===== src/rtl/serdes_rx_word_aligner.sv =====
// serdes_rx_word_aligner: finds the word boundary of one SerDes RX lane and emits aligned words.
// Latency: one rxclk; the word built from raw cycles N-1 and N is on rx_data after edge N.
// Backpressure: none; one raw word is consumed every rxclk, rx_valid marks aligned output.
module serdes_rx_word_aligner #(
  parameter int DATA_WIDTH = 8,
  // Default is {55..55, BC}: an all-0x55 word with the low byte flipped to 0xBC.
  parameter logic [DATA_WIDTH-1:0] SYNC_PATTERN =
    {(DATA_WIDTH/8){8'h55}} ^ DATA_WIDTH'(8'hE9),
  parameter int LOCK_COUNT   = 4,
  parameter int LOSS_TIMEOUT = 16,
  localparam int OW = (DATA_WIDTH > 1) ? $clog2(DATA_WIDTH) : 1
) (
  input  logic                  rxclk,
  input  logic                  rx_reset,
  input  logic                  enable,
  input  logic                  rx_align,
  input  logic [DATA_WIDTH-1:0] rx_data_raw,
  output logic [DATA_WIDTH-1:0] rx_data,
  output logic                  rx_locked,
  output logic                  rx_valid,
  output logic [OW-1:0]         rx_offset,
  output logic                  rx_lock_lost
);

  localparam int CW = $clog2(LOCK_COUNT + 1);
  localparam int GW = $clog2(LOSS_TIMEOUT + 1);

  localparam logic [1:0] ST_IDLE    = 2'd0;
  localparam logic [1:0] ST_SEARCH  = 2'd1;
  localparam logic [1:0] ST_CONFIRM = 2'd2;
  localparam logic [1:0] ST_LOCKED  = 2'd3;

  logic [1:0]              state;
  logic [CW-1:0]           cnt;
  logic [GW-1:0]           gap;
  logic [DATA_WIDTH-1:0]   prev;

  logic [2*DATA_WIDTH-1:0] comp;
  logic [DATA_WIDTH-1:0]   cand [DATA_WIDTH];
  logic [DATA_WIDTH-1:0]   match;
  logic                    any_match;
  logic [OW-1:0]           first_k;
  logic [DATA_WIDTH-1:0]   first_cand;
  logic                    cur_match;
  logic [DATA_WIDTH-1:0]   cur_cand;

  logic [CW-1:0]           cnt_inc;
  logic [GW-1:0]           gap_inc;
  logic                    cnt_done;
  logic                    gap_done;
  logic                    to_idle;

  // Two consecutive raw words hold every possible alignment of one word.
  assign comp = {rx_data_raw, prev};

  for (genvar k = 0; k < DATA_WIDTH; k++) begin : g_cand
    assign cand[k]  = comp[k +: DATA_WIDTH];
    assign match[k] = (cand[k] == SYNC_PATTERN);
  end

  assign any_match = |match;

  // Lowest matching offset wins; scanning high to low leaves the lowest hit last.
  always_comb begin
    first_k = '0;
    for (int k = DATA_WIDTH - 1; k >= 0; k--) begin
      if (match[k]) first_k = OW'(k);
    end
  end

  assign first_cand = cand[first_k];
  assign cur_cand   = cand[rx_offset];
  assign cur_match  = match[rx_offset];

  // Counters saturate at their limits so they can never wrap back to a small value.
  assign cnt_inc  = (cnt == CW'(LOCK_COUNT))   ? cnt : cnt + CW'(1);
  assign gap_inc  = (gap == GW'(LOSS_TIMEOUT)) ? gap : gap + GW'(1);
  assign cnt_done = (cnt_inc == CW'(LOCK_COUNT));
  assign gap_done = (gap_inc == GW'(LOSS_TIMEOUT));

  // Reset beats enable beats rx_align; rx_align only matters while acquiring lock.
  assign to_idle = rx_reset || !enable ||
                   (!rx_align && (state == ST_SEARCH || state == ST_CONFIRM));

  assign rx_valid = rx_locked;

  // Previous raw word, needed to assemble the straddling candidates.
  always_ff @(posedge rxclk) begin
    if (rx_reset) prev <= '0;
    else          prev <= rx_data_raw;
  end

  // Acquisition / tracking state machine; all outputs are registered here.
  always_ff @(posedge rxclk) begin
    if (to_idle) begin
      state        <= ST_IDLE;
      cnt          <= '0;
      gap          <= '0;
      rx_offset    <= '0;
      rx_data      <= '0;
      rx_locked    <= 1'b0;
      rx_lock_lost <= 1'b0;
    end else begin
      rx_lock_lost <= 1'b0;
      case (state)
        ST_IDLE: begin
          if (rx_align) state <= ST_SEARCH;
        end

        ST_SEARCH: begin
          if (any_match) begin
            rx_offset <= first_k;
            cnt       <= CW'(1);
            gap       <= '0;
            // A single required match means the first hit is already a lock.
            if (LOCK_COUNT == 1) begin
              state     <= ST_LOCKED;
              rx_locked <= 1'b1;
              rx_data   <= first_cand;
            end else begin
              state <= ST_CONFIRM;
            end
          end
        end

        ST_CONFIRM: begin
          if (cur_match) begin
            cnt <= cnt_inc;
            gap <= '0;
            if (cnt_done) begin
              state     <= ST_LOCKED;
              rx_locked <= 1'b1;
              rx_data   <= cur_cand;
            end
          end else if (any_match) begin
            // The boundary moved before we confirmed it: restart on the new offset.
            rx_offset <= first_k;
            cnt       <= CW'(1);
            gap       <= '0;
          end else if (gap_done) begin
            state <= ST_SEARCH;
            cnt   <= '0;
            gap   <= '0;
          end else begin
            gap <= gap_inc;
          end
        end

        ST_LOCKED: begin
          if (cur_match) begin
            gap     <= '0;
            rx_data <= cur_cand;
          end else if (gap_done) begin
            // Too long without a sync word: drop lock and hunt again.
            state        <= ST_SEARCH;
            cnt          <= '0;
            gap          <= '0;
            rx_locked    <= 1'b0;
            rx_data      <= '0;
            rx_lock_lost <= 1'b1;
          end else begin
            gap     <= gap_inc;
            rx_data <= cur_cand;
          end
        end

        default: begin
          state <= ST_IDLE;
        end
      endcase
    end
  end

endmodule


===== config.mk =====
export PLATFORM = sky130hd
export DESIGN_NAME = serdes_rx_word_aligner
export DESIGN_NICKNAME = d
export VERILOG_FILES = /design/src/rtl/serdes_rx_word_aligner.sv
export SDC_FILE = /design/constraint.sdc
export NUM_CORES = 1
export LEC_CHECK = 0
export ABC_AREA = 1
export BUFFER_PORTS_ARGS = -buffer_cell sky130_fd_sc_hd__buf_2
export CORE_UTILIZATION = 40
export DETAILED_ROUTE_END_ITERATION = 10
export PLACE_DENSITY = 0.68
export SLEW_MARGIN = 20
export SYNTH_ARGS = -nofsm -noshare
export SYNTH_HDL_FRONTEND = slang
export SYNTH_SLANG_ARGS = --single-unit
export TNS_END_PERCENT = 10

===== constraint.sdc =====
create_clock -name rxclk -period 5.25 [get_ports rxclk]
set_input_delay 0.2625 -clock rxclk [delete_from_list [all_inputs] [get_ports rxclk]]
set_output_delay 0.2625 -clock rxclk [all_outputs]
set_load 0.05 [all_outputs]

# --- After elaboration in Yosys (flattened, before gate mapping) ---
# Index checks and enable logic that the tools add are counted.
word_totals:
  input_bits: 12
  output_inout_bits: 14
  elab_cells: 105
  regBits: 31
op_classes:
  n_lt_le_gt_ge: 2
  addsub: 2
  n_eq_ne: 24
  mux: 49
  n_reduce_logical: 18
  bitwise_logic: 2
ops:
  columns: ["op", "n"]
  rows:
  - ["== test 8 bit, second input constant", 8]
  - ["2-to-1 mux 3 bit", 16]
  - ["2-to-1 mux 8 bit", 6]
  - ["2-to-1 mux 5 bit", 6]
  - ["binary-select mux 8 bit (select 3 bit)", 1]
  - ["case mux 8 bit (2 select lines)", 1]
  - ["case mux 5 bit (3 select lines)", 1]
  - ["2-to-1 mux 2 bit", 7]
  - ["!= test 2 bit, second input constant", 7]
  - ["== test 5 bit, second input constant", 2]
  - ["AND reduction 5 bit", 2]
  - ["case mux 3 bit (3 select lines)", 1]
  - ["case mux 2 bit (4 select lines)", 1]
  - ["OR reduction 8 bit", 1]
  - ["== test 3 bit, second input constant", 2]
  - ["2-to-1 mux 1 bit", 6]
  - ["!= test 3 bit, second input constant", 2]
  - ["case mux 3 bit (2 select lines)", 1]
  - ["AND reduction 3 bit", 2]
  - ["adder 5 x 1 -> 5 bit, second input constant", 1]
  - ["== test 2 bit, second input constant", 2]
  - ["greater-or-equal comparator 4 bit, second input constant", 1]
  - ["less-than comparator 3 x 4 -> 1 bit, second input constant", 1]
  - ["NOT 3 -> 4 bit", 1]
  - ["13 further kinds", 18]

# --- Depth between registers and ports, before layout ---
depth:
  ltp_word: 12
  mapped_depth: 17

# --- Worst setup path before layout ---
# Ideal clock, no wire load.
synth_path:
  path_kind: "reg-to-reg"
  from: "register rx_offset[1]"
  to: "register rx_data[2]"
  required_ns: 5.134
  setup_ns: 0.116
  path_stages_with_launch: 11
  synth_period_minus_slack_ns: 1.947
  slack_ns: 3.303
  t_arrival_ns: 1.832
  path_buffers: 1
  cell_sequence: "dfxtp_1 -> clkinv_1 -> nand3_1 -> nand2_1 -> nand2_2 -> nand3_4 -> nand2_4 -> inv_4 -> buf_12 -> o21ai_1 -> nor2_1"
synth_between:
  elab_chain_len: 7
  elab_cells_between_ends: 13
synth_rtl:
  columns: ["element", "line_no", "text"]
  rows:
  - ["start, declared", "21", "output logic [OW-1:0] rx_offset,"]
  - ["start signal, assigned", "112", "rx_offset <= first_k;"]
  - ["start signal, assigned", "137", "rx_offset <= first_k;"]
  - ["NOT 3 -> 4 bit (not written as such)", "72", "assign cur_cand = cand[rx_offset];"]
  - ["binary-select mux 8 bit (select 3 bit)", "72", null]
  - ["2-to-1 mux 8 bit (not written as such) (2 in series)", "72", null]
  - ["2-to-1 mux 8 bit, on equally long branches", "153, 130", null]
  - ["2-to-1 mux 8 bit, on equally long branches", "150, 127", null]
  - ["case mux 8 bit (2 select lines)", "105", "case (state)"]
  - ["end signal, assigned", "119", "rx_data <= first_cand;"]
  - ["end signal, assigned", "152", "rx_data <= cur_cand;"]
  - ["end signal, assigned", "163", "rx_data <= cur_cand;"]
  - ["end, declared", "18", "output logic [DATA_WIDTH-1:0] rx_data,"]
# Parallel ways exist; a longest one is shown, timed or not. The select of a mux whose other input is x is not followed.
# A chain may end at the register's enable or synchronous reset.

# --- Worst setup path after layout ---
layout_path:
  from: "register rx_offset[1]"
  to: "register state[1]"
layout_between:
  elab_chain_len: 4
  elab_cells_between_ends: 8
layout_rtl:
  columns: ["element", "line_no", "text"]
  rows:
  - ["binary-select mux 1 bit (select 3 bit) *", "73", "assign cur_match = match[rx_offset];"]
  - ["2-to-1 mux 1 bit (not written as such) *", "73", null]
  - ["!= test 3 bit (no line) (tied with other cells)", null, null]
  - ["AND reduction 5 bit (no line) or case mux 2 bit (4 select lines) (tied branches)", null, null]
  - ["end signal, assigned", "96", "state <= ST_IDLE;"]
  - ["end signal, assigned", "107", "if (rx_align) state <= ST_SEARCH;"]
  - ["end signal, assigned", "117", "state <= ST_LOCKED;"]
  - ["end, declared", "33", "logic [1:0] state;"]
# Mark *: on every way between the ends. The rest lies on a longest branch, timed or not. The select of a mux whose other input is x is not followed.

==> impl_metrics.yaml <==
synth:
  synth_seq_area_share_pct: 24.7
  synthCells: 409
  yosysTopAreaCellShare_pct: 24.7
  synth-seq-cells: 31
  yosys.area.top_type: "dfxtp_1"
  syn_avg_cell_area_um2: 6.15
  yosys-top-cells-area: "dfxtp_1, nand2_1, nor2_1"
  synth_cell_types: 38
  async_flop_share_pct: 0
  synth-main-ff-cell: "dfxtp_1"
  synth.cell_area_mm2: 0.00251
  ys_warn_count: 0
  syn_nets: 430
  yosys-top-cells-count: "nand2_1, nor2_1, inv_1"
  yosysMostFrequentCell: "nand2_1"
  synth_edf_count: 0
die:
  rows: 28
  die_h_um: 81.3
  die_w_um: 81.3
  floorplan.die_area_mm2: 0.00661
  ios: 26
  core_area_mm2: 0.00599
  initial_core_util_pct: 42.0
placed_design:
  place_area_mm2: 0.00263
  placed_cells: 493
  dp_hpwl_um: 4740
  place.gp.congestion: 0.951
  port_buffers: 25
sta:
  slew_viol_final: 0
  setup_violations: 0
  fin_crit_sh_pct: 45.2
  tns_ns: 0
  max_freq_mhz: 422
  worstMarginPinSlew_ns: 0.839
  rsz0062_at_grt: "false"
  skew_ns: 0.00465
  period_needed_ns: 2.37
  hold_violations: 0
  slew_headroom_pct: 44.0
critical_path:
  worstPathArrival_ns: 2.55
  criticalPathCategory: "flip-flop to flip-flop"
  cp-start-kind: "flip-flop"
  endpoint_kind: "flip-flop"
  required_ns: 5.43
  crit_fanout: 17
pwr:
  powerDensity_mw_per_mm2: 192
  power_frac_comb_pct: 12.4
  p_switching_mw: 0.146
  leakage_nw: 1.23
  p_total_mw: 0.526
  p_seq_share_pct: 47.1
  p_clk_share_pct: 40.5
  switching_share_pct: 27.7
  ir_drop_v: 0.000103
  intPower_mw: 0.380
global_route:
  grt_pass1_vias: 2306
  grt_pass1_wl_um: 10400
  antenna_found_initial: 0
  grt_usage_pct: 20.5
  grt_max_degree: 30
  grt-ovfl-total: 0
route:
  vias: 2563
  drc_errors: 0
  dr.first_iter.drc_count: 129
  vias_per_cell: 5.12
  firstDrtPassIters: 5
  drtAntennaViolNets: 0
  wl_per_cell_um: 12.5
  drt_wl_total_um: 6290
cts:
  clock_latency_ns: 0.29
  clockBufferDepth: 2
  postCtsHoldBufs: 0
  tritoncts: "built"
  cts_root_buf: "clkbuf_8"
  cts.sinks: 31
  cts_inserted_buffers: 5
  ctsResizeCount: 0
  path_clk_slew_ns: 0.07
  cts_max_level: 2
  post_cts_buffers: 0
hold_path:
  worstHoldPathType: "input pin to flip-flop"
layout:
  postLayoutCoreUtil_pct: 45.6
  layoutNonFillerInstCount: 501
  final_area_mm2: 0.00273
  diodes: 0
  areaGrowthSynthToFinish_pct: 8.71
  num-nets-final: 446
  n_fill_cell: 655
  drive_gt1_share_pct: 17.1
run:
  drv_cap: 0
status:
  status: "completed"
-- cell families (layout without fill, tap and decap cells) --
logic type      count (synthesis)  in the layout  share of synthesized area (%)
compound gates                 75             75                           16.8
xor+xnor                        2              2                          0.697
fa+ha+maj                       9              9                           4.48
buf+inv                        66             83                           11.7
flops                          31             31                           24.7
mux                             1              1                          0.398
simple gates                  225            225                           41.3
-- state kept, by name, summed over array words and instances, names as in the netlist --
register      cells
rx_offset         3
cnt               3
gap               5
rx_locked         1
rx_data           8
state             2
rx_lock_lost      1
prev              8
-- metal layers --
layer	global-route usage [%]	share of wire, %	vias up
met2	32.4	45	73
met3	3.26	5.2	9
met5	0	0	-
met4	7.32	1.7	0
li1	-	-	1341
met1	27.7	48	1140
-- power by group through the flow --
| stage | sequential, mW | combinational, mW | clock (mW) |
|---|---|---|---|
| finish | 0.248 | 0.0652 | 0.213 |
| global route | 0.248 | 0.0738 | 0.228 |
| CTS | 0.247 | 0.0651 | 0.218 |
| detailed placement | 0.253 | 0.0648 | 0 |
| global placement | 0.253 | 0.0641 | 0 |
| floorplan | 0.251 | 0.0501 | 0 |
-- critical path, cell delays in order, from the launching register on --
cell      delay (ns)
dfxtp_1         0.62
clkinv_1        0.55
nand3_1         0.24
nand2_1         0.10
nand2_2         0.13
nand2_4         0.11
nand2_1         0.11
nand2_1         0.07
nor2_1          0.12
nand2_1         0.06
nor2_1          0.09
nor2_1          0.05
-- path summary, 6_finish.rpt --
| path | from | end | slack, ns | cells past startpoint |
|---|---|---|---|---|
| worst min register to register | rx_data[1] | rx_data[1] | 0.48 | 2 |
| worst max register to register | rx_offset[1] | state[1] | 2.88 | 11 |
| worst min-delay path | rx_data_raw[7] | prev[7] | 0.17 | 3 |
| worst max-delay path | rx_offset[1] | state[1] | 2.88 | 11 |
-- cell usage in the layout, fill, tap and decap left out, drive strengths merged --
master	instances
or4	1
a21boi	1
buf	25
o22ai	3
nand2	117
o21ai	39
ha	9
a21oi	27
o211ai	3
clkbuf	7
a211oi	2
nor2	70
nor3	1
inv	48
clkinvlp	1
nand4	9
xnor2	1
xor2	1
clkinv	2
mux2i	1
dfxtp	31
nand3	27
-- through the flow --
stage / setup slack [ns] / hold WS, ns
global placement: 2.94 / 0.462
detailed placement: 2.92 / 0.469
global route: 2.66 / 0.195
floorplan: 3.30 / 0.369
CTS: 2.89 / 0.170
finish: 2.88 / 0.175
-- layout make-up --
| cell class | instances | area, um2 | area share (%) |
|---|---|---|---|
| inverter | 50 | 190 | 6.96 |
| sequential | 31 | 621 | 22.7 |
| clock inverter | 1 | 7.51 | 0.275 |
| timing repair buffer | 25 | 125 | 4.58 |
| multi-input combinational | 312 | 1600 | 58.5 |
| clock buffer | 7 | 96.3 | 3.52 |
| tap | 75 | 93.8 | 3.43 |
No activity file was read; power rests on OpenSTA's default activity.
